### src/rtl/serial_tx_unit_pkg.sv
// Shared definitions for the serial transmit stage: FSM state codes and frame-length helper.
package serial_tx_unit_pkg;

  localparam logic [2:0] IDLE   = 3'd0;
  localparam logic [2:0] START  = 3'd1;
  localparam logic [2:0] DATA   = 3'd2;
  localparam logic [2:0] PARITY = 3'd3;
  localparam logic [2:0] STOP   = 3'd4;
  localparam logic [2:0] DONE   = 3'd5;

  // Clk cycles from the sampled start edge to the TxDone pulse.
  function automatic int frame_cycles(input int data_w, input int clks_per_bit,
                                      input int parity_en, input int stop_bits);
    return clks_per_bit * (1 + data_w + parity_en + stop_bits) + 1;
  endfunction

endpackage

### src/rtl/serial_tx_unit_baud_tick_gen.sv
// Bit-period timer: counts 0..CLKS_PER_BIT-1 and flags the last cycle of each serial bit.
module baud_tick_gen #(
  parameter int CLKS_PER_BIT = 16
) (
  input  logic Clk,
  input  logic Reset,
  input  logic clear,
  output logic tick
);

  localparam int CW = (CLKS_PER_BIT > 1) ? $clog2(CLKS_PER_BIT) : 1;
  localparam logic [CW-1:0] TC = CW'(CLKS_PER_BIT - 1);

  logic [CW-1:0] cnt;

  always_ff @(posedge Clk or posedge Reset) begin
    if (Reset)
      cnt <= '0;
    else if (clear || cnt == TC)
      cnt <= '0;
    else
      cnt <= cnt + CW'(1);
  end

  assign tick = (cnt == TC);

endmodule

### src/rtl/serial_tx_unit.sv
// UART-style frame serialiser: one frame per TxData rising edge, TxDone pulse on completion.
//   state  | meaning
//   IDLE   | line high, waiting for a start edge
//   START  | start bit (low) for one bit period
//   DATA   | DATA_W payload bits, LSB first
//   PARITY | optional parity bit
//   STOP   | STOP_BITS stop bits (high)
//   DONE   | single cycle, TxDone asserted; a new start edge is accepted here
module serial_tx_unit
  import serial_tx_unit_pkg::*;
#(
  parameter int DATA_W       = 8,
  parameter int CLKS_PER_BIT = 16,
  parameter int PARITY_EN    = 1,
  parameter int PARITY_ODD   = 0,
  parameter int STOP_BITS    = 1
) (
  input  logic              Clk,
  input  logic              Reset,
  input  logic              TxData,
  input  logic [DATA_W-1:0] DataIn,
  output logic              TxOut,
  output logic              TxBusy,
  output logic              TxDone,
  output logic              Overrun
);

  localparam int BW = $clog2(DATA_W + 1);

  logic [2:0]        state, state_nxt;
  logic              req_q;
  logic              start, accept;
  logic              tick, clear;
  logic [DATA_W-1:0] sh;
  logic              par_q;
  logic [BW-1:0]     bit_cnt;
  logic              ovr_q;

  assign start  = TxData & ~req_q;
  assign accept = start && (state == IDLE || state == DONE);

  always_comb begin
    state_nxt = state;
    case (state)
      IDLE:    if (start) state_nxt = START;
      START:   if (tick) state_nxt = DATA;
      DATA:    if (tick && bit_cnt == BW'(DATA_W - 1))
                 state_nxt = (PARITY_EN != 0) ? PARITY : STOP;
      PARITY:  if (tick) state_nxt = STOP;
      STOP:    if (tick && bit_cnt == BW'(STOP_BITS - 1)) state_nxt = DONE;
      DONE:    state_nxt = start ? START : IDLE;
      default: state_nxt = IDLE;
    endcase
  end

  // Restart the bit timer whenever a new state begins so every phase gets full bit periods.
  assign clear = (state_nxt != state);

  baud_tick_gen #(
    .CLKS_PER_BIT(CLKS_PER_BIT)
  ) u_baud (
    .Clk   (Clk),
    .Reset (Reset),
    .clear (clear),
    .tick  (tick)
  );

  always_ff @(posedge Clk or posedge Reset) begin
    if (Reset) begin
      state   <= IDLE;
      req_q   <= 1'b0;
      sh      <= '0;
      par_q   <= 1'b0;
      bit_cnt <= '0;
      ovr_q   <= 1'b0;
    end else begin
      state <= state_nxt;
      req_q <= TxData;
      ovr_q <= start && !accept;
      if (accept) begin
        sh    <= DataIn;
        par_q <= (^DataIn) ^ (PARITY_ODD != 0);
      end else if (state == DATA && tick) begin
        sh <= sh >> 1;
      end
      if (clear)
        bit_cnt <= '0;
      else if (tick && (state == DATA || state == STOP))
        bit_cnt <= bit_cnt + BW'(1);
    end
  end

  // Outputs are a registered decode of the state, so the line never glitches.
  always_ff @(posedge Clk or posedge Reset) begin
    if (Reset) begin
      TxOut   <= 1'b1;
      TxBusy  <= 1'b0;
      TxDone  <= 1'b0;
      Overrun <= 1'b0;
    end else begin
      TxBusy  <= (state != IDLE);
      TxDone  <= (state == DONE);
      Overrun <= ovr_q;
      case (state)
        START:   TxOut <= 1'b0;
        DATA:    TxOut <= sh[0];
        PARITY:  TxOut <= par_q;
        default: TxOut <= 1'b1;
      endcase
    end
  end

endmodule
### config.mk
export PLATFORM = sky130hd
export DESIGN_NAME = serial_tx_unit
export DESIGN_NICKNAME = d
export VERILOG_FILES = /design/src/rtl/serial_tx_unit_pkg.sv /design/src/rtl/serial_tx_unit_baud_tick_gen.sv /design/src/rtl/serial_tx_unit.sv
export SDC_FILE = /design/constraint.sdc
export NUM_CORES = 1
export LEC_CHECK = 0
export CORE_ASPECT_RATIO = 1.2
export CORE_MARGIN = 4
export CORE_UTILIZATION = 40
export DETAILED_ROUTE_END_ITERATION = 6
export PLACE_DENSITY_LB_ADDON = 0.08
export SYNTH_ARGS = -nofsm -noshare
export SYNTH_HDL_FRONTEND = slang
export SYNTH_SLANG_ARGS = --single-unit
### constraint.sdc
create_clock -name Clk -period 1.6 [get_ports Clk]
set_input_delay 0.48 -clock Clk [delete_from_list [all_inputs] [get_ports Clk]]
set_output_delay 0.48 -clock Clk [all_outputs]
set_load 0.01 [all_outputs]
== Yosys cells after proc, flatten, opt, wreduce, memory -nomap -nowiden ==
Cells that the tools add are included.
Storage, ports and cells
  flip-flop bits (word level): 26
  RAM bits: 0
  ROM bits: 0
  word-level logic and storage cells: 52
  memories: 0
  bits in latches: 0
  output and inout port bits: 4
  bits of input ports: 11
Operators by class
  shift-type cells: 0
  add/sub/neg operators: 2
  divide/modulo/power cells: 0
  reductions and logical operators: 16
  multipliers: 0
  equal/unequal tests: 8
  magnitude comparators: 0
  mux-type cells: 13
  bitwise gates (word level): 2
Operators with widths (count)
  $pmux W3 S6: 1
  $mux W8: 2
  $mux W3: 5
  $mux W4: 3
  $add A4 B1 Y4 const B: 2
  $reduce_xor A8 Y1: 1
  $eq A3 B2 Y1 const B: 2
  $eq A3 B3 Y1 const B: 2
  $logic_and A1 B1 Y1: 6
  $eq A4 B3 Y1 const B: 1
  $eq A4 B4 Y1 const B: 1
  $logic_not A4 Y1: 1
  $reduce_bool A2 Y1: 2
  $eq A3 B1 Y1 const B: 1
  $logic_not A3 Y1: 1
  $logic_or A1 B1 Y1: 3
  $ne A3 B3 Y1: 1
  $pmux W1 S3: 1
  $reduce_bool A3 Y1: 1
  $and A1 B1 Y1: 1
  $logic_not A1 Y1: 1
  $mux W1: 1
  $not A1 Y1: 1

== Longest topological paths before layout ==
  depth after elaboration: 7
  gate-level depth with buffers: 6
  mapped depth without buffers: 6

== By module ==
From an unflattened synthesis, not the netlist that was laid out.
Unflattened totals
  cell total of the unflattened synthesis: 117
  area, all modules: 1326.3 µm²
Modules (own cells, without submodules)
  serial_tx_unit: times used 1, cells an instance 103, area an instance 1151.1 µm², seq. area each 551.8 µm²
  baud_tick_gen: times used 1, cells an instance 14, area an instance 175.2 µm², seq. area each 100.1 µm²

== Least setup slack after synthesis ==
No wires, ideal clock.
  path type: reg-to-reg
  from: register u_baud.cnt[0]
  to: register bit_cnt[2]
  data arrival time: 1.457 ns
  path buffers: 0
  period minus slack after synthesis: 1.580 ns
  setup time: 0.123 ns
  setup slack: 0.020 ns
  data required time: 1.477 ns
  cell stages (with the launch flop): 6
  cells stage by stage: dfrtp_1 > ha_1 > nand3_2 > or4b_1 > xor2_1 > nor3_2
Between the ends
  longest elaborated chain between the ends: 6
  elaborated cells between the ends (all ways): 12
  those cells by class: 2 x eq/ne; 6 x mux; 4 x reduce/logical
Ends and longest elaborated chain
  start, declared: line serial_tx_unit_baud_tick_gen.sv:14  | logic [CW-1:0] cnt;
  start signal, assigned: line serial_tx_unit_baud_tick_gen.sv:22  | cnt <= cnt + CW'(1);
  $eq A4 B4 Y1 *: line serial_tx_unit_baud_tick_gen.sv:25  | assign tick = (cnt == TC);
  $logic_and A1 B1 Y1, on equally long branches: line serial_tx_unit.sv:50, serial_tx_unit.sv:47
  $mux W3, on equally long branches: line serial_tx_unit.sv:50, serial_tx_unit.sv:47
  $pmux W3 S6: line serial_tx_unit.sv:44  | case (state)
  $ne A3 B3 Y1: line serial_tx_unit.sv:57  | assign clear = (state_nxt != state);
  $mux W4 or $reduce_bool A2 Y1 (tied branches)
  end signal, assigned: line serial_tx_unit.sv:89  | bit_cnt <= bit_cnt + BW'(1);
  end, declared: line serial_tx_unit.sv:36  | logic [BW-1:0] bit_cnt;
Mark *: on every way between the ends. The rest lies on a longest branch, timed or not.
A chain may end at the register's enable or synchronous reset.

== Worst setup path in the final report ==
Same ends and word-level chain as after synthesis.

==> results.md <==
* Status: complete, no violations
* Gate Count Post-Synth at 117
* Final-report setup violation count at 0
* Max_slew headroom at 0.658
* Post-DR wirelength/cell at 13.7 um
* R2r setup slk at 20 ps
* Slew Viols, Final at 0
* Post-synthesis register bit count at 26
* Initial antenna violation count at 0
* DR vias at 988
* Pre-Repair DR Iteration Count at 4
* Worst hold margin at 315 ps
* Placement Rows at 22
* CTS tree: done
* Remaining Overflow, GRT at 0
* Root Driver: clkbuf_4
* Fmax at 0.632 GHz
* Fillers at 290
* Post-synthesis compound-gate area fraction at 0.130
* Max Cap Viol at 0
* Core area at 3110 um2
* N_diodes at 0
* Bufs and invs on worst path at 0
* Largest net degree at the start of global routing at 16
* Worst r2r src: u_baud.cnt[0]
* Xor and xnor area share after synthesis at 0.0995
* Fin nets at 167
* First-pass GRT wire length at 4.41 mm
* Skew-Pair Late Insertion Delay at 320 ps
* Avg Inst Size Synth at 11.3 um2
* Synth Area in Simple Gates at 0.194
* Unique masters post-synth at 35
* Die ar. at 4290 um2
* Reg-to-Reg End: bit_cnt[2]
* Req. time, crit path at 1850 ps
* Die Ht at 70.9 um
* Final hold violation count at 0
* Mux share of post-synthesis cell area at 0.0152
* Lkg Pwr at 0.776 nW
* H-tree lvl count at 1
* Multi-input gate area at 671 um2
* Area added between synthesis and finish at 31.2%
* Die W at 60.4 um
* Initial Util at 0.424
* Commonest non-fill, non-tap cell in the layout: dfrtp_1
* Register area share after synthesis at 0.494
* Clock sink total at 26
* Critical path fanouts, max at 5
* Synth warn at 0
* Worst hold path class: in2async
* Actual slew at the worst max-slew pin at 512 ps
* Routability cong. at 0.815
* Worst path cell trace: ha_4 -> nand3_4 -> or4b_4 -> xor2_1 -> nor3_2
* Clk_skew at 9.90 ps
* CTS Buf Count at 3
* Post-route minimum period at 1580 ps
* Port bufs at 14
* Adder-cell share of the synthesized area at 0.0284
* # DRC at 0
* Worst vdd ir at 448 uV
* Antenna viol nets, final at 0
* Total Routing Usage GR at 0.132
* Synth Cell Area at 1320 um2
* WL final at 2.58 mm
* Vias/cell at 5.26
* Tcrit/Tclk final at 0.989
* CP max stage delay at 510 ps
* CP Launch Type: flop
* RSZ-0062 raised after global routing: true
* Largest family of logic cells by synthesized area: simple AND/OR/NAND/NOR gates
* Clock Path Buffers at 2
* Final core occ at 0.557
* R2R depth at 5
* Pwr dens at 714 nW/um2
* Vias in the first global route at 985
* Crit-path leading delay family: simple AND/OR/NAND/NOR gates
* Synthesized Nets at 131
* Commonest non-fill, non-tap cells in the layout: dfrtp_1 (22), buf_4 (21), xnor2_1 (10), clkdlybuf4s50_1 (10)
* FF/Latch Area at 656 um2
* Fraction of layout cells with a size suffix above 1 at 0.303
* Setup crit end kind: flop
* Crit path arrival time at 1830 ps
* Worst path slowest cell: or4b_4
* Top Ports at 15
* Clock Pin Slew Worst Setup and Hold Paths at 150 ps
* Hpwl dp at 2.02 mm
* Cts hold-fix bufs at 0
* DR iter-0 viols at 14
* Crit Path Class: reg2reg
* Total power at 1.24 mW
metal layers:
metal,global-route usage,vias to the layer above,part of all wire
met2,0.207,10,0.49
met3,0.0219,4,0.029
met1,0.188,488,0.47
met4,0.0361,0,0.011
li1,-,486,-
met5,0,-,0
state kept, by name, summed over array words and instances, names as in the netlist:
signal	count
TxDone	1
bit_cnt	4
u_baud.cnt	4
state	3
req_q	1
TxBusy	1
par_q	1
Overrun	1
sh	8
ovr_q	1
TxOut	1
through the flow:
stage / instances / setup slack [ps] / area, um2 / TNS, ps
5_1_grt: 188 / -54.1 / 1730 / -361
3_5_place_dp: 183 / -308 / 1620 / -4180
3_3_place_gp: 183 / -236 / 1620 / -3070
6_report: 188 / 17.5 / 1730 / 0
4_1_cts: 187 / 5.47 / 1700 / 0
2_1_floorplan: 117 / 19.5 / 1320 / 0
final cells by class:
type / instances / share of cell area
inverter: 5 / 0.0108
sequential: 26 / 0.379
multi-input combinational: 82 / 0.387
timing repair buffer: 35 / 0.167
clock buffer: 3 / 0.0130
clock inverter: 1 / 0.0173
tap: 36 / 0.0260
worst max path at each step:
stage / startpoint / to / cells after the start
finish: u_baud.cnt[0] / bit_cnt[2] / 5
global route: u_baud.cnt[0] / bit_cnt[2] / 5
CTS: state[1] / bit_cnt[1] / 4
detailed placement: TxData / bit_cnt[3] / 5
global placement: TxData / bit_cnt[3] / 5
floorplan: u_baud.cnt[0] / bit_cnt[2] / 5
logic make-up (layout without fill, tap and decap cells):
family	Yosys count	count (layout)
adder cells (fa/ha/maj)	3	3
AND/OR/NAND/NOR	39	39
XOR/XNOR	15	15
AO/OA/AOI/OAI	23	23
multiplexers	2	2
flip-flops	26	26
buffers and inverters	9	44
cell usage after synthesis, drive strengths merged:
cell type | n | share of area
a211oi | 1 | 0.0057
dfstp | 1 | 0.020
nand3 | 3 | 0.015
o31ai | 1 | 0.0057
a22o | 7 | 0.046
or3 | 1 | 0.0047
xnor2 | 10 | 0.066
nor3b | 3 | 0.021
inv | 5 | 0.014
nand2b | 3 | 0.014
dfrtp | 25 | 0.47
or4b | 1 | 0.0076
and3 | 1 | 0.0047
ha | 3 | 0.028
mux2i | 2 | 0.015
a21o | 6 | 0.034
or3b | 1 | 0.0066
nor3 | 11 | 0.065
nand2 | 6 | 0.017
xor2 | 5 | 0.033
o21ai | 4 | 0.015
nor4 | 3 | 0.019
a221o | 1 | 0.0085
nand4 | 1 | 0.0047
nor2 | 5 | 0.014
a21oi | 2 | 0.0076
o31a | 1 | 0.0066
buf | 4 | 0.025
power breakdown:
group | leakage (nW) | switching (mW) | internal [mW]
clock | 0.0279 | 0.196 | 0.253
combinational | 0.438 | 0.0418 | 0.0621
sequential | 0.311 | 0.00822 | 0.675
total | 0.776 | 0.246 | 0.990
repair_timing:
item                       in CTS  in global routing
gates resized for setup        11                  8
pin swaps                       1                  0
setup buffers                   0                  1
setup endpoints to repair      14                 15
(Power assumes the default switching activity.)
